==> src/rtl/tick_rate_selector.sv <==
// tick_rate_selector: one prescaler plus a binary stage counter produce NUM_CH
// related tick rates. One rate is selected at a time. A new selection takes
// effect only on a tick of the channel currently selected, so no period is
// ever truncated. Outputs are a one-cycle enable (tick_out) and a square wave
// (clk_out) that toggles on every tick.
//
// Request semantics: sel_load and sel_next are single-cycle strobes with no
// ready. Each strobe is accepted at the edge where it is sampled high and
// updates the target channel. sel_load has priority over sel_next. The
// switch_pending output stays high while the target differs from sel_cur.
module tick_rate_selector #(
  parameter int DIV_BASE  = 3125000,
  parameter int NUM_CH    = 5,
  parameter int SEL_W     = 3,
  parameter int RESET_SEL = 0
) (
  input  logic             clk,
  input  logic             rst,
  input  logic             sel_load,
  input  logic [SEL_W-1:0] sel_in,
  input  logic             sel_next,
  output logic             tick_out,
  output logic             clk_out,
  output logic [SEL_W-1:0] sel_cur,
  output logic             switch_pending
);

  localparam int PW   = (DIV_BASE > 1) ? $clog2(DIV_BASE) : 1;
  localparam int SW   = NUM_CH - 1;
  localparam int NSEL = 1 << SEL_W;

  localparam logic [PW-1:0]    PRE_LAST = PW'(DIV_BASE - 1);
  localparam logic [SEL_W-1:0] CH_LAST  = SEL_W'(NUM_CH - 1);
  localparam logic [SEL_W-1:0] CH_RESET = SEL_W'(RESET_SEL);

  logic [PW-1:0]    pre_cnt;
  logic [SW-1:0]    stg;
  logic             base_tick;
  logic [NSEL-1:0]  raw;
  logic             cur_tick;
  logic [SEL_W-1:0] target;
  logic [SEL_W-1:0] sel_clamped;
  logic [SEL_W-1:0] target_nxt;
  logic [SEL_W-1:0] sel_cur_nxt;

  // Mask of the low k stage bits. When k equals SW, the shift yields 0 and
  // the subtraction wraps to all ones, which is the slowest channel's mask.
  function automatic logic [SW-1:0] low_mask(input int k);
    low_mask = (SW'(1) << k) - SW'(1);
  endfunction

  // Fastest-rate strobe taken from the prescaler.
  always_comb begin
    base_tick = (pre_cnt == PRE_LAST);
  end

  // Per-channel raw ticks. Unused selector codes never tick.
  always_comb begin
    raw = '0;
    for (int i = 0; i < NUM_CH; i++) begin
      raw[i] = base_tick && ((stg & low_mask(NUM_CH - 1 - i)) == low_mask(NUM_CH - 1 - i));
    end
  end

  // Tick of the selected channel. A switch may commit only on this tick.
  always_comb begin
    cur_tick = raw[sel_cur];
  end

  // Next target channel from the request strobes. Out-of-range loads clamp.
  always_comb begin
    sel_clamped = (sel_in > CH_LAST) ? CH_LAST : sel_in;
    target_nxt  = target;
    if (sel_load) begin
      target_nxt = sel_clamped;
    end else if (sel_next) begin
      target_nxt = (target == CH_LAST) ? '0 : target + 1'b1;
    end
  end

  // The switch commits on the old channel's tick and uses the registered target.
  always_comb begin
    sel_cur_nxt = (cur_tick && (target != sel_cur)) ? target : sel_cur;
  end

  // All state: prescaler, stage counter, selection, and registered outputs.
  always_ff @(posedge clk) begin
    if (rst) begin
      pre_cnt        <= '0;
      stg            <= '0;
      target         <= CH_RESET;
      sel_cur        <= CH_RESET;
      switch_pending <= 1'b0;
      tick_out       <= 1'b0;
      clk_out        <= 1'b0;
    end else begin
      pre_cnt        <= base_tick ? '0 : pre_cnt + 1'b1;
      if (base_tick) begin
        stg <= stg + 1'b1;
      end
      target         <= target_nxt;
      sel_cur        <= sel_cur_nxt;
      switch_pending <= (target_nxt != sel_cur_nxt);
      tick_out       <= cur_tick;
      if (cur_tick) begin
        clk_out <= ~clk_out;
      end
    end
  end

endmodule
==> config.mk <==
export PLATFORM = sky130hd
export DESIGN_NAME = tick_rate_selector
export DESIGN_NICKNAME = d
export VERILOG_FILES = /design/src/rtl/tick_rate_selector.sv
export SDC_FILE = /design/constraint.sdc
export NUM_CORES = 1
export LEC_CHECK = 0
export BUFFER_PORTS_ARGS = -buffer_cell sky130_fd_sc_hd__buf_2
export CORE_ASPECT_RATIO = 2
export CORE_UTILIZATION = 50
export CTS_CLUSTER_SIZE = 25
export DETAILED_ROUTE_END_ITERATION = 8
export PLACE_DENSITY = 0.73
export SYNTH_ARGS = -nofsm -noshare
export SYNTH_HDL_FRONTEND = slang
export SYNTH_SLANG_ARGS = --single-unit
export TNS_END_PERCENT = 100
==> constraint.sdc <==
create_clock -name clk -period 2.44 [get_ports clk]
set_input_delay 0.366 -clock clk [delete_from_list [all_inputs] [get_ports clk]]
set_output_delay 0.366 -clock clk [all_outputs]
set_load 0.03 [all_outputs]
## Word-level counts from Yosys, hierarchy flattened

Index checks and enable logic that the tools add are counted.

- Flip-flop bits (word level): 35
- Input port bits: 7
- Output and inout port bits: 6

- $add $sub $neg: 3
- Order comparisons: 2
- Eq/ne operators: 7
- Mux-type cells: 7
- Bitwise operators: 1
- Reductions and logical operators: 6

Operator list:

| cell | number |
|---|---|
| $add A22 B1 Y22 const B | 1 |
| $eq A22 B22 Y1 const B | 1 |
| $mux W3 | 5 |
| $eq A3 B3 Y1 const B | 2 |
| $ne A3 B3 Y1 | 2 |
| $logic_and A1 B1 Y1 | 5 |
| $add A4 B1 Y4 const B | 1 |
| $eq A4 B4 Y1 const B | 1 |
| $lt A3 B4 Y1 const B | 1 |
| $add A3 B1 Y3 const B | 1 |
| $bmux W1 S3 | 1 |
| $gt A3 B3 Y1 const B | 1 |
| $eq A2 B2 Y1 const B | 1 |
| $reduce_or A2 Y1 | 1 |
| $mux W1 | 1 |
| $not A1 Y1 | 1 |

## Longest topological paths before layout

Gate-level depths: netlist (run 1).

- Depth after elaboration: 7
- Mapped depth: 8

## Least setup slack after synthesis (run 1)

Ideal clock, no wire load.

- Path kind: register to register
- Start point: reg stg[0]
- End point: reg switch_pending
- Library setup time: 125 ps
- Arrival: 1773 ps
- Path slack: 542 ps
- Stages on the path, launching flop included: 9
- Buffers on the path: 0
- Cells stage by stage: dfxtp_1 > ha_1 > ha_1 > nand3b_1 > a21oi_1 > o311ai_4 > mux2i_1 > xor2_1 > a31oi_1

- Word-level cells in the longest chain between the ends: 7
- Elaborated cells on any way between the ends: 12
- Those cells by class: 4 x eq/ne; 3 x mux; 5 x reduce/logical

Ends and longest elaborated chain:

| item | RTL line | source |
|---|---|---|
| start, declared | 37 | `logic [SW-1:0] stg;` |
| start signal, assigned | 99 | `stg <= stg + 1'b1;` |
| $eq A4 B4 Y1, or another cell as far along | 61 | `raw[i] = base_tick && ((stg & low_mask(NUM_CH - 1 - i)) == low_mask(NUM_CH - 1 - i));` |
| $logic_and A1 B1 Y1 | 61 |  |
| $bmux W1 S3 * | 67 | `cur_tick = raw[sel_cur];` |
| $mux W1 (implied by the code) * | 67 |  |
| $logic_and A1 B1 Y1 * | 83 | `sel_cur_nxt = (cur_tick && (target != sel_cur)) ? target : sel_cur;` |
| $mux W3 * | 83 |  |
| $ne A3 B3 Y1 * | 103 | `switch_pending <= (target_nxt != sel_cur_nxt);` |
| end signal, assigned | 103 |  |
| end, declared | 25 | `output logic switch_pending` |

Every way passes the cells marked *; elsewhere a longest branch is shown, timed or not. The select of a mux whose other input is x is not followed.
A chain may end at the register's enable or synchronous reset.

## Final worst setup path (run 1)

Ends and elaborated chain as after synthesis.

==> results of run 1 <==
[cells by family (layout without fill, tap and decap cells)]
family,after synthesis,count (layout),share of synthesized area
buffers and inverters,11,27,0.0278
flip-flops,35,35,0.433
AND/OR/NAND/NOR,79,79,0.258
multiplexers,7,7,0.0510
XOR/XNOR,26,26,0.141
AO/OA/AOI/OAI,10,10,0.0511
adder cells (fa/ha/maj),5,5,0.0387
[power by group]
part | internal [uW] | switching (uW)
Combinational | 20.9 | 32.6
Clock | 257 | 200
Sequential | 580 | 8.67
Total | 859 | 242
[worst max-delay path, cell delays in order (launching register included)]
cell,delay [ps]
dfxtp_1,350
ha_1,230
ha_1,190
nand3b_1,80
a21oi_1,100
o311ai_4,450
mux2i_1,310
xor2_1,190
a31oi_1,110
[worst paths after layout]
check,from,end,slack [ps]
hold reg to reg,pre_cnt[0]$_SDFF_PP0_,pre_cnt[0]$_SDFF_PP0_,460
setup / recovery,stg[0]$_SDFFE_PP0P_,switch_pending$_SDFF_PP0_,310
hold / removal,sel_in[1],target[1]$_SDFF_PP0_,380
setup reg to reg,stg[0]$_SDFFE_PP0P_,switch_pending$_SDFF_PP0_,310
[final cells by class]
cell class | instances | area share
Inverter | 7 | 0.0146
Timing Repair Buffer | 12 | 0.0334
Tap cell | 30 | 0.0209
Multi-Input combinational cell | 127 | 0.485
Sequential cell | 35 | 0.390
Clock buffer | 8 | 0.0557
[synth_stat cells, types with 2 or more instances]
cell type and instances:
a21oi_1 4, nor3_1 2, nand4b_1 2, a31oi_1 3, nor2_1 41, xnor2_1 12
mux2i_1 6, buf_2 3, inv_1 7, ha_1 5, dfxtp_1 35, xor2_1 14
nand3_1 7, nand2_1 6, and2_1 2, nand4_1 6
[per-stage QoR]
stage	cell area, um2	utilization	total power, uW	worst slack [ps]
global route	1800	0.596	1140	136
floorplan	1620	-	637	542
finish	1800	0.596	1100	312
detailed placement	1700	0.563	656	323
CTS	1800	0.596	1110	295
global placement	1700	0.563	652	393
[metal layers]
| layer | vias to the layer above | global-route usage |
|---|---|---|
| met5 | - | 0 |
| met4 | 0 | 0.0938 |
| met3 | 5 | 0.0457 |
| met2 | 26 | 0.389 |
| met1 | 574 | 0.178 |
| li1 | 614 | - |
[registers in the layout, indices dropped and copies added, names as in the netlist]
register	flops
pre_cnt	22
stg	4
sel_cur	3
target	3
clk_out	1
switch_pending	1
tick_out	1
==> results.json, run 1 <==
{
  "grt_pass1_vias": 1212,
  "cp-start-kind": "flip-flop",
  "ff_latch_area_um2": 701,
  "fp.dieH_um": 82.4,
  "worstSetupEndpointType": "flip-flop",
  "hp-class": "input port to flip-flop",
  "start_util": 0.537,
  "hold_viol": 0,
  "leakage_uw": 0.000707,
  "critPathKind": "flip-flop to flip-flop",
  "multi_input_area_um2": 872,
  "clock_skew_ps": 4.07,
  "highest_layer": "met4",
  "relSlewSlack": 0.670,
  "cp_max_fo": 5,
  "cts_buffers": 5,
  "cts.sinks": 35,
  "root_buffer": "clkbuf_8",
  "place_congestion": 0.815,
  "grt_max_degree": 23,
  "dieArea_mm2": 0.00348,
  "io-pin-count": 13,
  "overflow": 0,
  "tightest_slew_ps": 494,
  "synth_edf_count": 0,
  "die_w_um": 42.2,
  "viasPerCell": 5.57,
  "hold_ws_ps": 376,
  "fmax_mhz": 470,
  "synthArstFlopShare": 0,
  "final_antenna_net_count": 0,
  "yosys.area.top_type": "dfxtp_1",
  "instances_no_fill": 219,
  "yosys_warnings": 0,
  "ir_drop_uv": 396,
  "fin_setup_tns_ps": 0,
  "worst-r2r-cell-count": 8,
  "final-setup-viol-count": 0,
  "portBuffers": 12,
  "drt-met1-wl_um": 1160,
  "finalCriticalPeriod_ps": 2130,
  "yosys.area.top_type_share": 0.433,
  "synthTopCellsByArea": "dfxtp_1 (43%), nor2_1 (9.5%), xor2_1 (7.6%)",
  "met2_length_um": 1670,
  "core-area_mm2": 0.00301,
  "status": "finished clean",
  "antennaDiodeCount": 0,
  "period_share": 0.872,
  "ys_ff_latch": 35,
  "hold_path_depth": 3,
  "clk_pin_slew_worst_paths_ps": 70,
  "grt_use_total": 0.195,
  "required_ps": 2610,
  "synth_area_mm2": 0.00162,
  "cts_tree": "yes",
  "final_cell_mix": "nor2_1 (41), dfxtp_1 (35), xor2_1 (14)",
  "worstPathArrival_ps": 2290,
  "syn_inst": 173,
  "clk_latency_ps": 290,
  "dr_wl_met3_um": 97,
  "cts_buffer_depth": 2,
  "ctsHoldBuffers": 0,
  "area_growth_pct": 11.1,
  "grt_pass1_wl_um": 5120,
  "nets": 200,
  "rsz0062_at_grt": "no",
  "drtIter0Drc": 28,
  "ys_seq_area_frac": 0.433,
  "hpwl_um": 2230,
  "yosysUniqueCellTypes": 34,
  "cts_resized": 0,
  "syn-num-nets": 185,
  "cts_setup_buffers": 0,
  "maxCapViolCount": 0,
  "detail_route.wl_per_cell_um": 13.6,
  "avgSynthCellArea_um2": 9.35,
  "row_count": 28,
  "layout_commonest_cell": "nor2_1",
  "synth_ff_type": "dfxtp_1",
  "drive_gt1_frac": 0.143,
  "vias": 1219,
  "firstDrtPassIters": 5,
  "place_inst": 211,
  "p_per_area_mw_per_mm2": 612,
  "cts-htree-levels": 2,
  "grt_antenna_before_repair": 0,
  "drt_wl_total_um": 2980,
  "slew_viol_final": 0,
  "fillers": 283,
  "drcViolationCount": 0
}
(Power assumes the default switching activity.)
==> inputs of run 2 (changes only) <==
- CORE_UTILIZATION: 50 -> 40
- PLACE_DENSITY: 0.73 -> 0.62
- TNS_END_PERCENT: 100 -> 10
==> run 2 against run 1 <==
Effect of this change:
- die area increased by 24%
- clock skew grew 7.9 ps
- fmax is 2.4% higher
- flip-flop and latch count stayed put
- largest cell class unchanged
- sequential power hardly changed
- via count increased by 0.90%
- final cell count up 10%
- non-clock buffer count is 1 higher
- largest power group is now the clock network
- register-to-register slack improved by 50 ps
- count of clock-buffer cells in the layout decreased by 3
- wire length rose by 8.6%
==> results.json, run 2 (same netlist as run 1, synthesis figures left out) <==
{
  "status": "finished clean",
  "ctsHoldBuffers": 0,
  "cts_setup_buffers": 0,
  "relSlewSlack": 0.691,
  "final-setup-viol-count": 0,
  "drive_gt1_frac": 0.153,
  "nets": 201,
  "root_buffer": "clkbuf_8",
  "regMostFlops": "pre_cnt",
  "ir_drop_uv": 519,
  "maxCapViolCount": 0,
  "finalCriticalPeriod_ps": 2080,
  "cts-htree-levels": 2,
  "cp_top_family": "compound AO/OA/AOI/OAI gates",
  "cp_max_fo": 5,
  "crit_chain": "ha_1 > ha_1 > nand3b_1 > a21oi_1 > o311ai_4 > mux2i_1 > xor2_1 > a31oi_1",
  "cts_buffer_depth": 2,
  "crit_path_frequent_cell": "ha_1",
  "firstDrtPassIters": 4,
  "dieArea_mm2": 0.00432,
  "overflow": 0,
  "clock_skew_ps": 12.0,
  "final_antenna_net_count": 0,
  "critPathKind": "flip-flop to flip-flop",
  "leakage_uw": 0.000725,
  "reg2reg_to": "switch_pending$_SDFF_PP0_",
  "multi_input_area_um2": 872,
  "hold_viol": 0,
  "reg2reg_slack_ps": 360,
  "grt_max_degree": 23,
  "cts_resized": 0,
  "detail_route.wl_per_cell_um": 13.4,
  "fin_setup_tns_ps": 0,
  "portBuffers": 12,
  "layout_commonest_cell": "nor2_1",
  "clk_pin_slew_worst_paths_ps": 70,
  "largest_reg_flops": 22,
  "stdcell_area_mm2": 0.00187,
  "place_inst": 233,
  "critPathCapture": "switch_pending$_SDFF_PP0_",
  "die_w_um": 47.0,
  "cts_buffers": 5,
  "period_share": 0.851,
  "cpPeakStageDelay_ps": 420,
  "fillers": 400,
  "fmax_mhz": 481,
  "grt_pass1_wl_um": 5580,
  "final_cell_mix": "nor2_1 (41), dfxtp_1 (35), xor2_1 (14)",
  "placed_area_mm2": 0.00173,
  "clk_latency_ps": 300,
  "start_util": 0.421,
  "cts.sinks": 35,
  "required_ps": 2620,
  "viasPerCell": 5.10,
  "core-area_mm2": 0.00384,
  "ff_latch_area_um2": 701,
  "io-pin-count": 13,
  "rr_startpoint": "stg[0]$_SDFFE_PP0P_",
  "worst-r2r-cell-count": 8,
  "hpwl_um": 2470,
  "top_regs": "pre_cnt (22), stg (4)",
  "cp-startpoint": "stg[0]$_SDFFE_PP0P_",
  "hp-class": "input port to flip-flop",
  "vias": 1230,
  "grt_pass1_vias": 1280,
  "worstSetupEndpointType": "flip-flop",
  "cp_slowest_cell": "o311ai_4",
  "slew_viol_final": 0,
  "final_core_util": 0.486,
  "antennaDiodeCount": 0,
  "cp.depth": 8,
  "p_per_area_mw_per_mm2": 684,
  "place_congestion": 0.835,
  "area_growth_pct": 15.4,
  "rsz0062_at_grt": "no",
  "cp-start-kind": "flip-flop",
  "critPathBufInv": 0,
  "drt_wl_total_um": 3240,
  "drcViolationCount": 0,
  "cts_tree": "yes",
  "instances_no_fill": 241,
  "grt_use_total": 0.183,
  "row_count": 32,
  "grt_antenna_before_repair": 0,
  "worstPathArrival_ps": 2250,
  "tightest_slew_ps": 463,
  "fp.dieH_um": 91.9,
  "drtIter0Drc": 22
}
## run 2: area by class of cell
| class | instances | area share |
|---|---|---|
| multi-input cells | 127 | 0.467 |
| flip-flops and latches | 35 | 0.375 |
| clock buffers | 5 | 0.0369 |
| clock inverters | 3 | 0.0362 |
| repair buffers | 13 | 0.0362 |
| well taps | 51 | 0.0342 |
| inverters | 7 | 0.0141 |
## run 2: how the worst min path moves through the flow
stage                          startpoint                     to  slack (ps)  cells after the start
CTS                             sel_in[1]   target[1]$_SDFF_PP0_         400                      3
global route                    sel_in[1]   target[1]$_SDFF_PP0_         410                      3
finish                          sel_in[0]   target[0]$_SDFF_PP0_         390                      3
floorplan           pre_cnt[0]$_SDFF_PP0_  pre_cnt[0]$_SDFF_PP0_         410                      1
detailed placement  pre_cnt[0]$_SDFF_PP0_  pre_cnt[0]$_SDFF_PP0_         450                      1
global placement    pre_cnt[0]$_SDFF_PP0_  pre_cnt[0]$_SDFF_PP0_         430                      1
## run 2: tightest hold or removal path: stages
cell and delay [ps]:
buf_2 80, a31oi_1 120, nor2_1 90
## run 2: report_power, final
| group | total, uW | switching, uW | leakage [uW] | internal, uW |
|---|---|---|---|---|
| Sequential | 589 | 8.91 | 0.000283 | 580 |
| Clock | 633 | 225 | 0.0000644 | 408 |
| Combinational | 55.0 | 33.2 | 0.000378 | 21.8 |
## run 2: layer usage
layer | up-vias | wire length (um) | GRT usage
met5 | - | 0 | 0
met3 | 13 | 117 | 0.0394
met1 | 573 | 1130 | 0.170
met4 | 0 | 148 | 0.117
met2 | 31 | 1840 | 0.325
li1 | 613 | - | -
## run 2: per-stage QoR
step,total power [uW],hold slack (ps),setup WS [ps]
after floorplan,637,413,542
after global placement,656,426,378
after detailed placement,658,445,342
after CTS,1290,401,328
after global routing,1320,406,207
final,1280,393,362
==> inputs of run 3 (changes only) <==
--- a/config.mk
+++ b/config.mk
@@ -11,5 +11,5 @@
 export CTS_CLUSTER_SIZE = 25
 export DETAILED_ROUTE_END_ITERATION = 8
-export PLACE_DENSITY = 0.62
+export PLACE_DENSITY_LB_ADDON = 0.12
 export SYNTH_ARGS = -nofsm -noshare
 export SYNTH_HDL_FRONTEND = slang
==> constraint.sdc (replaced) <==
create_clock -name clk -period 2.44 [get_ports clk]
set_input_delay 0.244 -clock clk [delete_from_list [all_inputs] [get_ports clk]]
set_output_delay 0.244 -clock clk [all_outputs]
set_load 0.03 [all_outputs]
==> run 3 against run 2 <==
Effect of this change:
- combinational power decreased by 4.0%
- worst hold slack got worse by 150 ps
- non-clock buffer count decreased by 1
- largest cell class unchanged
==> results.json, run 3 (same netlist as run 1, synthesis figures left out) <==
{
  "status": "finished clean",
  "layout_commonest_cell": "nor2_1",
  "leakage_uw": 0.000703,
  "grt_pass1_wl_um": 4950,
  "cts.sinks": 35,
  "detail_route.wl_per_cell_um": 12.3,
  "final-setup-viol-count": 0,
  "period_share": 0.866,
  "busiest_layer": "met2",
  "slew_viol_final": 0,
  "tightest_slew_ps": 484,
  "hold_viol": 0,
  "drt_wl_total_um": 2930,
  "clk_latency_ps": 290,
  "required_ps": 2610,
  "firstDrtPassIters": 4,
  "critPathKind": "flip-flop to flip-flop",
  "relSlewSlack": 0.677,
  "hold_start": "sel_in[0]",
  "final_cell_mix": "nor2_1 (41), dfxtp_1 (35), xor2_1 (14)",
  "hold_path_depth": 3,
  "place_congestion": 0.713,
  "overflow": 0,
  "row_count": 32,
  "grt_use_total": 0.164,
  "fp.dieH_um": 91.9,
  "maxCapViolCount": 0,
  "start_util": 0.421,
  "clk_pin_slew_worst_paths_ps": 70,
  "drtIter0Drc": 18,
  "die_w_um": 47.0,
  "ff_latch_area_um2": 701,
  "instances_no_fill": 239,
  "cp_slowest_cell": "o311ai_4",
  "portBuffers": 12,
  "stdcell_area_mm2": 0.00181,
  "fmax_mhz": 473,
  "crit_path_frequent_cell": "ha_1",
  "placed_area_mm2": 0.00172,
  "viasPerCell": 4.95,
  "whs_endpoint": "target[0]$_SDFF_PP0_",
  "rr_startpoint": "stg[0]$_SDFFE_PP0P_",
  "area_growth_pct": 11.9,
  "fin_setup_tns_ps": 0,
  "cp_max_fo": 5,
  "io-pin-count": 13,
  "drcViolationCount": 0,
  "grtUsageMet3": 0.0512,
  "rsz0062_at_grt": "no",
  "multi_input_area_um2": 872,
  "cts_buffer_depth": 2,
  "cts_resized": 0,
  "drive_gt1_frac": 0.144,
  "cts-htree-levels": 2,
  "cts_buffers": 5,
  "top_regs": "pre_cnt (22), stg (4)",
  "p_per_area_mw_per_mm2": 586,
  "cp-start-kind": "flip-flop",
  "cts_tree": "yes",
  "core-area_mm2": 0.00384,
  "crit_chain": "ha_1 > ha_1 > nand3b_1 > a21oi_1 > o311ai_4 > mux2i_1 > xor2_1 > a31oi_1",
  "reg2reg_slack_ps": 330,
  "largest_reg_flops": 22,
  "dieArea_mm2": 0.00432,
  "grt_util_met2": 0.281,
  "worstSetupEndpointType": "flip-flop",
  "vias": 1184,
  "root_buffer": "clkbuf_8",
  "hp-class": "input port to flip-flop",
  "grt_pass1_vias": 1160,
  "fillers": 395,
  "cpPeakStageDelay_ps": 440,
  "cp-startpoint": "stg[0]$_SDFFE_PP0P_",
  "ctsHoldBuffers": 0,
  "grt_use_met1": 0.159,
  "grt_max_degree": 23,
  "hpwl_um": 2250,
  "nets": 200,
  "antennaDiodeCount": 0,
  "finalCriticalPeriod_ps": 2110,
  "place_inst": 232,
  "cts_setup_buffers": 0,
  "final_antenna_net_count": 0,
  "regMostFlops": "pre_cnt",
  "worst-r2r-cell-count": 8,
  "ir_drop_uv": 447,
  "clock_skew_ps": 6.04,
  "reg2reg_to": "switch_pending$_SDFF_PP0_",
  "worstPathArrival_ps": 2290,
  "grt_antenna_before_repair": 0
}
[run 3: cell types whose count changed in the layout (fill, tap and decap cells not counted)]
cell        previous run  this run
bufinv_16              2         0
buf_4                  1         0
clkbuf_8               5         6
clkinv_2               0         1
clkinvlp_4             1         0
[run 3: worst max-delay path by stage]
| stage | to | slack (ps) |
|---|---|---|
| 6_report | switch_pending$_SDFF_PP0_ | 330 |
| 5_1_grt | switch_pending$_SDFF_PP0_ | 110 |
| 4_1_cts | switch_pending$_SDFF_PP0_ | 280 |
| 3_5_place_dp | switch_pending$_SDFF_PP0_ | 300 |
| 3_3_place_gp | switch_pending$_SDFF_PP0_ | 330 |
| 2_1_floorplan | switch_pending$_SDFF_PP0_ | 540 |
[run 3: worst max-delay path, delay by kind of cell, from the launching register on]
| kind | cells | cell delay [ps] |
|---|---|---|
| compound gates | 3 | 620 |
| simple gates | 1 | 80 |
| mux | 1 | 350 |
| xor+xnor | 1 | 180 |
| fa+ha+maj | 2 | 430 |
| flops | 1 | 340 |
[run 3: metrics by stage]
step	setup WS, ps	hold slack (ps)	util	total power [uW]
floorplan	542	313	-	637
global placement	331	424	0.448	653
detailed placement	298	432	0.448	656
CTS	278	243	0.471	1080
global route	112	258	0.471	1110
finish	327	238	0.471	1060
[run 3: routing by layer]
layer / share of wire / wire [um]
met5: 0 / 0
met1: 0.38 / 1110
met3: 0.026 / 75
met2: 0.56 / 1640
met4: 0.034 / 101
[run 3: where the power goes]
part           total [uW]  internal [uW]  switching (uW)  leakage [uW]
Clock                 419            221             198     0.0000470
Sequential            589            580            8.36      0.000283
Combinational        52.8           20.9            31.9      0.000372
Total                1060            822             238      0.000703
[run 3: area by class of cell]
| type | instances | share of cell area |
|---|---|---|
| clock buffer | 6 | 0.0456 |
| clock inverter | 1 | 0.00276 |
| inverter | 7 | 0.0145 |
| multi-input combinational | 127 | 0.482 |
| sequential | 35 | 0.387 |
| tap | 51 | 0.0352 |
| timing repair buffer | 12 | 0.0332 |
